[config.mk]
export PLATFORM = sky130hd
export DESIGN_NAME = adc_burst_sched_flat
export DESIGN_NICKNAME = d
export VERILOG_FILES = /design/src/rtl/adc_burst_sched_pkg.sv /design/src/rtl/adc_burst_sched_if.sv /design/src/rtl/adc_burst_sched_skid_buf.sv /design/src/rtl/adc_burst_sched.sv /design/src/flat_wrapper.sv
export SDC_FILE = /design/constraint.sdc
export NUM_CORES = 1
export LEC_CHECK = 0
export ABC_AREA = 1
export BUFFER_PORTS_ARGS = -buffer_cell sky130_fd_sc_hd__buf_2
export CORE_MARGIN = 5
export CORE_UTILIZATION = 35
export DETAILED_ROUTE_END_ITERATION = 8
export HOLD_SLACK_MARGIN = 0.02
export PLACE_DENSITY = 0.58
export SLEW_MARGIN = 20
export SYNTH_ARGS = -nofsm -noshare
export SYNTH_HDL_FRONTEND = slang
export SYNTH_SLANG_ARGS = --single-unit
export TNS_END_PERCENT = 30
[constraint.sdc]
create_clock -name user_clk -period 3.9 [get_ports user_clk]
set_input_delay 0.585 -clock user_clk [delete_from_list [all_inputs] [get_ports user_clk]]
set_output_delay 0.585 -clock user_clk [all_outputs]
set_load 0.02 [all_outputs]
[src/rtl/adc_burst_sched_pkg.sv]
// Shared types and constants for the ADC burst scheduler.
package adc_burst_sched_pkg;

  localparam int unsigned SAMPLE_CNT_W = 64;
  localparam int unsigned LEN_W        = 32;

  localparam logic [6:0] TAG_SOB  = 7'h01;
  localparam logic [6:0] TAG_NONE = 7'h00;

  typedef enum logic [1:0] {
    IDLE,
    WAIT,
    STREAM
  } state_e;

  function automatic logic [6:0] tag_code(input logic sob);
    return sob ? TAG_SOB : TAG_NONE;
  endfunction

endpackage

[src/rtl/adc_burst_sched_if.sv]
// Tagged ADC stream handshake: master drives beat fields, slave drives ready.
interface adc_burst_sched_if #(
  parameter int unsigned DATA_W = 64
);
  logic              valid;
  logic              ready;
  logic [DATA_W-1:0] data;
  logic              tag_valid;
  logic [6:0]        tag_type;
  logic              last;

  modport master (output valid, data, tag_valid, tag_type, last, input ready);
  modport slave  (input valid, data, tag_valid, tag_type, last, output ready);
endinterface

[src/rtl/adc_burst_sched_skid_buf.sv]
// Two-entry skid buffer with registered outputs; full throughput, s_ready comes straight from a flop.
module rwt_axis_skid_buf #(
  parameter int unsigned W = 73
) (
  input  logic         clk,
  input  logic         rst,
  input  logic         s_valid,
  output logic         s_ready,
  input  logic [W-1:0] s_data,
  output logic         m_valid,
  input  logic         m_ready,
  output logic [W-1:0] m_data
);

  logic         out_valid_q, out_valid_d;
  logic [W-1:0] out_data_q, out_data_d;
  logic         sk_valid_q, sk_valid_d;
  logic [W-1:0] sk_data_q, sk_data_d;

  always_comb begin
    out_valid_d = out_valid_q;
    out_data_d  = out_data_q;
    sk_valid_d  = sk_valid_q;
    sk_data_d   = sk_data_q;
    if (!out_valid_q || m_ready) begin
      if (sk_valid_q) begin
        out_valid_d = 1'b1;
        out_data_d  = sk_data_q;
        sk_valid_d  = 1'b0;
      end else begin
        out_valid_d = s_valid;
        if (s_valid) out_data_d = s_data;
      end
    end else if (s_valid && !sk_valid_q) begin
      // Output stalled: park the beat accepted this cycle in the skid slot.
      sk_valid_d = 1'b1;
      sk_data_d  = s_data;
    end
  end

  always_ff @(posedge clk) begin
    if (rst) begin
      out_valid_q <= 1'b0;
      out_data_q  <= '0;
      sk_valid_q  <= 1'b0;
      sk_data_q   <= '0;
    end else begin
      out_valid_q <= out_valid_d;
      out_data_q  <= out_data_d;
      sk_valid_q  <= sk_valid_d;
      sk_data_q   <= sk_data_d;
    end
  end

  assign s_ready = !sk_valid_q;
  assign m_valid = out_valid_q;
  assign m_data  = out_data_q;

endmodule

[src/rtl/adc_burst_sched.sv]
// Timed RX burst scheduler: discards ADC beats until a commanded sample count, then forwards a tagged burst.
// Optional saturating statistics counters when ADC_BURST_SCHED_STATS_EN is defined.
module adc_burst_sched
  import adc_burst_sched_pkg::*;
#(
  parameter int unsigned DATA_W      = 64,
  parameter int unsigned LATE_POLICY = 0
) (
  input  logic                    user_clk,
  input  logic                    user_rst,
  input  logic                    cmd_valid,
  output logic                    cmd_ready,
  input  logic [SAMPLE_CNT_W-1:0] cmd_start,
  input  logic [LEN_W-1:0]        cmd_len,
  input  logic                    abort,
  adc_burst_sched_if.slave        s_adc,
  adc_burst_sched_if.master       m_adc,
  output logic [SAMPLE_CNT_W-1:0] sample_count,
  output logic                    busy,
  output logic                    late_err,
  output logic                    len_err
`ifdef ADC_BURST_SCHED_STATS_EN
  ,
  output logic [31:0]             burst_cnt,
  output logic [15:0]             abort_cnt,
  output logic [15:0]             late_cnt
`endif
);

  localparam int unsigned SKID_W = DATA_W + 9;

  state_e                  state_q, state_d;
  logic [SAMPLE_CNT_W-1:0] start_q, start_d;
  logic [SAMPLE_CNT_W-1:0] cnt_q, cnt_d;
  logic [LEN_W-1:0]        len_q, len_d;
  logic [LEN_W-1:0]        beat_q, beat_d;
  logic                    cmd_ready_q, cmd_ready_d;
  logic                    late_err_q, late_err_d;
  logic                    len_err_q, len_err_d;
  logic                    abort_pend_q, abort_pend_d;

  logic              s_rdy, acc, skid_s_ready;
  logic              fwd, fwd_sob, fwd_last, natural_last, abort_taken;
  logic [LEN_W-1:0]  beat_n;
  logic [SKID_W-1:0] skid_in, skid_out;

  always_comb begin
    unique case (state_q)
      STREAM:  s_rdy = skid_s_ready;
      // The start beat is forwarded straight from WAIT, so hold it off while the skid still drains the previous burst.
      WAIT:    s_rdy = (cnt_q == start_q) ? skid_s_ready : 1'b1;
      default: s_rdy = 1'b1;
    endcase
    acc    = s_adc.valid & s_rdy;
    beat_n = beat_q + 32'd1;

    state_d      = state_q;
    start_d      = start_q;
    len_d        = len_q;
    beat_d       = beat_q;
    abort_pend_d = abort_pend_q;
    late_err_d   = 1'b0;
    len_err_d    = 1'b0;
    fwd          = 1'b0;
    fwd_sob      = 1'b0;
    fwd_last     = 1'b0;
    natural_last = 1'b0;
    abort_taken  = 1'b0;

    unique case (state_q)
      IDLE: begin
        if (cmd_valid && cmd_ready_q) begin
          if (cmd_len == '0) begin
            len_err_d = 1'b1;
          end else begin
            start_d      = cmd_start;
            len_d        = cmd_len;
            beat_d       = '0;
            abort_pend_d = 1'b0;
            state_d      = WAIT;
          end
        end
      end
      WAIT: begin
        if (abort) begin
          abort_taken = 1'b1;
          state_d     = IDLE;
        end else if (acc) begin
          if (cnt_q == start_q) begin
            fwd     = 1'b1;
            fwd_sob = 1'b1;
            beat_d  = 32'd1;
            if (len_q == 32'd1) begin
              fwd_last     = 1'b1;
              natural_last = 1'b1;
              state_d      = IDLE;
            end else begin
              state_d = STREAM;
            end
          end else if (cnt_q > start_q) begin
            late_err_d = 1'b1;
            state_d    = (LATE_POLICY != 0) ? STREAM : IDLE;
          end
        end
      end
      STREAM: begin
        abort_taken = abort;
        if (acc) begin
          fwd          = 1'b1;
          fwd_sob      = (beat_q == '0);
          natural_last = (beat_n == len_q);
          fwd_last     = natural_last | abort_pend_q;
          if (fwd_last) begin
            state_d      = IDLE;
            abort_pend_d = 1'b0;
          end else begin
            beat_d       = beat_n;
            abort_pend_d = abort;
          end
        end else if (abort) begin
          abort_pend_d = 1'b1;
        end
      end
      default: state_d = IDLE;
    endcase

    cmd_ready_d = (state_d == IDLE);
    cnt_d       = cnt_q + {{(SAMPLE_CNT_W-1){1'b0}}, acc};
  end

  always_ff @(posedge user_clk) begin
    if (user_rst) begin
      state_q      <= IDLE;
      start_q      <= '0;
      cnt_q        <= '0;
      len_q        <= '0;
      beat_q       <= '0;
      cmd_ready_q  <= 1'b0;
      late_err_q   <= 1'b0;
      len_err_q    <= 1'b0;
      abort_pend_q <= 1'b0;
    end else begin
      state_q      <= state_d;
      start_q      <= start_d;
      cnt_q        <= cnt_d;
      len_q        <= len_d;
      beat_q       <= beat_d;
      cmd_ready_q  <= cmd_ready_d;
      late_err_q   <= late_err_d;
      len_err_q    <= len_err_d;
      abort_pend_q <= abort_pend_d;
    end
  end

  assign skid_in = {s_adc.data, fwd_sob, tag_code(fwd_sob), fwd_last};

  rwt_axis_skid_buf #(.W(SKID_W)) u_skid (
    .clk     (user_clk),
    .rst     (user_rst),
    .s_valid (fwd),
    .s_ready (skid_s_ready),
    .s_data  (skid_in),
    .m_valid (m_adc.valid),
    .m_ready (m_adc.ready),
    .m_data  (skid_out)
  );

  assign m_adc.data      = skid_out[SKID_W-1:9];
  assign m_adc.tag_valid = skid_out[8];
  assign m_adc.tag_type  = skid_out[7:1];
  assign m_adc.last      = skid_out[0];
  assign s_adc.ready     = s_rdy;

  assign cmd_ready    = cmd_ready_q;
  assign sample_count = cnt_q;
  assign busy         = (state_q != IDLE);
  assign late_err     = late_err_q;
  assign len_err      = len_err_q;

  logic unused_in;
  assign unused_in = ^{s_adc.tag_valid, s_adc.tag_type, s_adc.last};

`ifdef ADC_BURST_SCHED_STATS_EN
  logic [31:0] burst_cnt_q, burst_cnt_d;
  logic [15:0] abort_cnt_q, abort_cnt_d;
  logic [15:0] late_cnt_q, late_cnt_d;

  always_comb begin
    burst_cnt_d = burst_cnt_q;
    abort_cnt_d = abort_cnt_q;
    late_cnt_d  = late_cnt_q;
    if (natural_last && (burst_cnt_q != '1)) burst_cnt_d = burst_cnt_q + 32'd1;
    if (abort_taken && (abort_cnt_q != '1)) abort_cnt_d = abort_cnt_q + 16'd1;
    if (late_err_d && (late_cnt_q != '1)) late_cnt_d = late_cnt_q + 16'd1;
  end

  always_ff @(posedge user_clk) begin
    if (user_rst) begin
      burst_cnt_q <= '0;
      abort_cnt_q <= '0;
      late_cnt_q  <= '0;
    end else begin
      burst_cnt_q <= burst_cnt_d;
      abort_cnt_q <= abort_cnt_d;
      late_cnt_q  <= late_cnt_d;
    end
  end

  assign burst_cnt = burst_cnt_q;
  assign abort_cnt = abort_cnt_q;
  assign late_cnt  = late_cnt_q;
`else
  logic unused_stats;
  assign unused_stats = abort_taken;
`endif

endmodule

[src/flat_wrapper.sv]
// flat-port wrapper written by rule: the top's interface ports become plain ports
module adc_burst_sched_flat import adc_burst_sched_pkg::*;
#(
  parameter int unsigned DATA_W      = 64,
  parameter int unsigned LATE_POLICY = 0
)
  (user_clk, user_rst, cmd_valid, cmd_ready, cmd_start, cmd_len, abort, sample_count, busy, late_err, len_err, s_adc_valid, s_adc_data, s_adc_tag_valid, s_adc_tag_type, s_adc_last, s_adc_ready, m_adc_valid, m_adc_data, m_adc_tag_valid, m_adc_tag_type, m_adc_last, m_adc_ready);
  adc_burst_sched_if #(.DATA_W(DATA_W)) s_adc_i ();
  adc_burst_sched_if #(.DATA_W(DATA_W)) m_adc_i ();
  input  logic user_clk;
  input  logic user_rst;
  input  logic cmd_valid;
  output logic cmd_ready;
  input  logic [SAMPLE_CNT_W-1:0] cmd_start;
  input  logic [LEN_W-1:0] cmd_len;
  input  logic abort;
  output logic [SAMPLE_CNT_W-1:0] sample_count;
  output logic busy;
  output logic late_err;
  output logic len_err;
  input wire logic [$bits(s_adc_i.valid)-1:0] s_adc_valid;
  input wire logic [$bits(s_adc_i.data)-1:0] s_adc_data;
  input wire logic [$bits(s_adc_i.tag_valid)-1:0] s_adc_tag_valid;
  input wire logic [$bits(s_adc_i.tag_type)-1:0] s_adc_tag_type;
  input wire logic [$bits(s_adc_i.last)-1:0] s_adc_last;
  output wire logic [$bits(s_adc_i.ready)-1:0] s_adc_ready;
  output wire logic [$bits(m_adc_i.valid)-1:0] m_adc_valid;
  output wire logic [$bits(m_adc_i.data)-1:0] m_adc_data;
  output wire logic [$bits(m_adc_i.tag_valid)-1:0] m_adc_tag_valid;
  output wire logic [$bits(m_adc_i.tag_type)-1:0] m_adc_tag_type;
  output wire logic [$bits(m_adc_i.last)-1:0] m_adc_last;
  input wire logic [$bits(m_adc_i.ready)-1:0] m_adc_ready;
  assign s_adc_i.valid = s_adc_valid;
  assign s_adc_i.data = s_adc_data;
  assign s_adc_i.tag_valid = s_adc_tag_valid;
  assign s_adc_i.tag_type = s_adc_tag_type;
  assign s_adc_i.last = s_adc_last;
  assign s_adc_ready = s_adc_i.ready;
  assign m_adc_valid = m_adc_i.valid;
  assign m_adc_data = m_adc_i.data;
  assign m_adc_tag_valid = m_adc_i.tag_valid;
  assign m_adc_tag_type = m_adc_i.tag_type;
  assign m_adc_last = m_adc_i.last;
  assign m_adc_i.ready = m_adc_ready;
  adc_burst_sched #(.DATA_W(DATA_W), .LATE_POLICY(LATE_POLICY)) u_core (.user_clk(user_clk), .user_rst(user_rst), .cmd_valid(cmd_valid), .cmd_ready(cmd_ready), .cmd_start(cmd_start), .cmd_len(cmd_len), .abort(abort), .s_adc(s_adc_i), .m_adc(m_adc_i), .sample_count(sample_count), .busy(busy), .late_err(late_err), .len_err(len_err));
endmodule
==> results.toml <==
[status]
run_status = "completed"

[global_route]
track_usage_pct = 19.5
grt_max_degree = 126
antenna_found_initial = 20
grt_pass1_vias = 16100
grt_pass1_wl_um = 85300
overflow = 0

[clock_tree]
holdBufCountCts = 0
cts_buffers = 40
clk_pin_slew_ps = 60
cts_tree = "built"
clock_sinks = 332
clock_path_buffers = 3
clock_latency_ps = 560
clockRootBuffer = "clkbuf_16"
htree_num_levels = 2

[cells_and_area]
multi_input_area_mm2 = 0.00902
nets = 2978
fillers = 4884
area_growth_pct = 26.2
seq_area_mm2 = 0.00665
stdcell_area_mm2 = 0.0212
drive_gt1_share_pct = 20.8

[yosys]
ys_warn_count = 0
synth_mux_area_share_pct = 3.75
ys_ff_latch = 332
netlist_area_mm2 = 0.0168
synth_xor_area_share_pct = 1.04
synth.avg_cell_area_um2 = 7.10
synthCells = 2365
synth_top_family_by_area = "simple AND/OR/NAND/NOR gates"
synth_cell_type_count = 49
ys_seq_area_share_pct = 39.6
synth_compound_area_share_pct = 17.3
synth_simple_gate_area_share_pct = 24.8
synthAdderAreaFrac_pct = 5.36

[detailed_routing]
drt_pre_antenna_iters = 6
antenna_left = 0
drc_errors = 0
viasPerCell = 5.00
postRouteWirelength_um = 53700
wl_per_cell_um = 15.9
vias = 16900
drt_iter0_markers = 930

[power_and_ir_drop]
ir_drop_mv = 0.255
p_per_area_mw_per_mm2 = 399
power_leakage_nw = 9.03

[min_path]
worstHoldPathType = "input port to flop"
worstHoldStart = "cmd_start[0]"
min_to = "u_core.start_q[0]"
hold_depth = 3

[timing]
setup_violations = 0
skew_ps = 15.7
fin_crit_sh_pct = 94.4
min_period_ps = 3680
slew-limit-headroom_pct = 40.6
hold_viol_final = 0
clock.fmax_mhz = 272
tns_ps = 0
slew_violations = 0
worst_slew_pin_slew_ps = 879

[place]
placed_area_mm2 = 0.0196
port_buffers = 302
gp_congestion = 0.936
dpl.hpwl_um = 39500

[floorplanning]
ios = 318
die_h_um = 229
core.rowCount = 80
die_area_mm2 = 0.0525
core_mm2 = 0.0476
die_w_um = 229
start_util_pct = 35.3

[worst_setup_path]
critPathMostFrequentCell = "buf_4"
setup.worst_path.class = "flop to flop"
critPathLaunch = "u_core.start_q[45]"
path_max_fanout = 5
cp.required_ps = 4330
regToRegEndpoint = "u_core.sample_count[47]"
start_kind = "flop"
critPathCaptureType = "flop"
ff2ff_path_depth = 27
max_stage_delay_ps = 300
r2r_slack_ps = 220
r2r-start = "u_core.start_q[45]"
crit_arrival_ps = 4110
crit_path_top_delay_cell = "dfxtp_1"

[run]
maxCapViolations = 0
report_power, final:
group | switching (mW) | total (mW) | internal (mW)
clock network | 1.52 | 3.79 | 2.27
logic | 0.651 | 1.04 | 0.388
registers | 0.107 | 3.64 | 3.53
cell usage after synthesis, drive strengths merged:
cell / n / area, um2
a211oi: 2 / 20.0
a21boi: 1 / 7.51
a21oi: 306 / 1540
a31oi: 6 / 37.5
and2: 1 / 6.26
and3: 2 / 12.5
buf: 38 / 228
clkbuf: 70 / 263
conb: 1 / 3.75
dfxtp: 332 / 6650
ha: 72 / 901
inv: 233 / 875
mux2i: 63 / 631
nand2: 504 / 1920
nand3: 87 / 460
nand3b: 8 / 63.8
nand4: 29 / 188
nor2: 257 / 1050
nor3: 48 / 245
nor3b: 3 / 22.5
nor4: 26 / 178
o211ai: 2 / 15.0
o21a: 6 / 45.0
o21ai: 236 / 1190
o21bai: 2 / 15.0
o22ai: 1 / 6.26
o31ai: 4 / 30.0
o41ai: 1 / 8.76
or2: 3 / 18.8
or4: 1 / 7.51
xnor2: 5 / 43.8
xor2: 15 / 131
cells in the final DEF, fill, tap and decap left out, types with 43 or more instances in the layout:
master	count
nand3_1	78
buf_2	301
o21ai_0	198
mux2i_1	63
nand2_1	486
nor3_1	43
a21oi_1	305
nor2_1	228
buf_4	118
ha_1	66
dfxtp_1	331
inv_1	227
worst max-delay path: cells and delay by family (launching register included):
| kind | cells | cell delay (ps) |
|---|---|---|
| fa+ha+maj | 2 | 450 |
| buf+inv | 7 | 780 |
| compound gates | 3 | 410 |
| flops | 1 | 300 |
| simple gates | 15 | 1620 |
cell families (layout without fill, tap and decap cells):
logic type               count (synthesis)  count (layout)
AND/OR/NAND/NOR                        969             969
AO/OA/AOI/OAI                          567             567
buffers and inverters                  341             730
flip-flops                             332             332
adder cells (fa/ha/maj)                 72              72
multiplexers                            63              63
XOR/XNOR                                20              20
other                                    1              13
flip-flops by register name, summed over array words and instances (netlist names), 2 cells and up:
name / count
u_core.u_skid.m_data: 66
u_core.u_skid.sk_data_q: 66
u_core.sample_count: 64
u_core.start_q: 64
u_core.beat_q: 32
u_core.len_q: 32
u_core.state_q: 2
through the flow:
stage	hold WS, ps	setup slack, ps	utilization (%)	total power, mW	cells
CTS	246	7.99	44.0	8.56	3367
global route	260	-39.1	44.5	8.89	3374
global placement	442	2.09	41.0	4.70	3291
detailed placement	448	-47.5	41.1	4.73	3291
floorplan	424	61.4	-	4.39	2370
finish	278	218	44.5	8.47	3381
layout make-up:
| class | count | share of cell area [%] |
|---|---|---|
| well taps | 615 | 3.63 |
| clock inverters | 10 | 0.555 |
| clock buffers | 60 | 5.69 |
| multi-input cells | 1697 | 42.5 |
| inverters | 233 | 4.15 |
| flip-flops and latches | 332 | 31.4 |
| repair buffers | 427 | 12.0 |
| diodes | 7 | 0.0826 |
worst max-delay path by stage:
stage	to	depth (start not counted)
after floorplan	u_core.sample_count[48]	26
after global placement	u_core.sample_count[48]	27
after detailed placement	u_core.sample_count[48]	27
after CTS	u_core.sample_count[48]	27
after global routing	u_core.sample_count[61]	28
final	u_core.sample_count[47]	27
what timing repair did:
action                     CTS  global route
cloned                       0             0
setup endpoints to repair    3            26
pin swaps                   12            21
gates resized for setup     14            29
setup buffers                6             7
metal layers:
layer  share of wire, %  up-vias  wire length, um  global-route usage [%]
met5               0.32        -              173                       0
met4                2.4       26             1290                    5.11
met3                8.4       97             4530                    6.38
met2                 43      453            22900                    30.0
met1                 46     7756            24800                    26.5
li1                   -     8571                -                       -
Note: power is estimated with default switching activity, not from simulation.
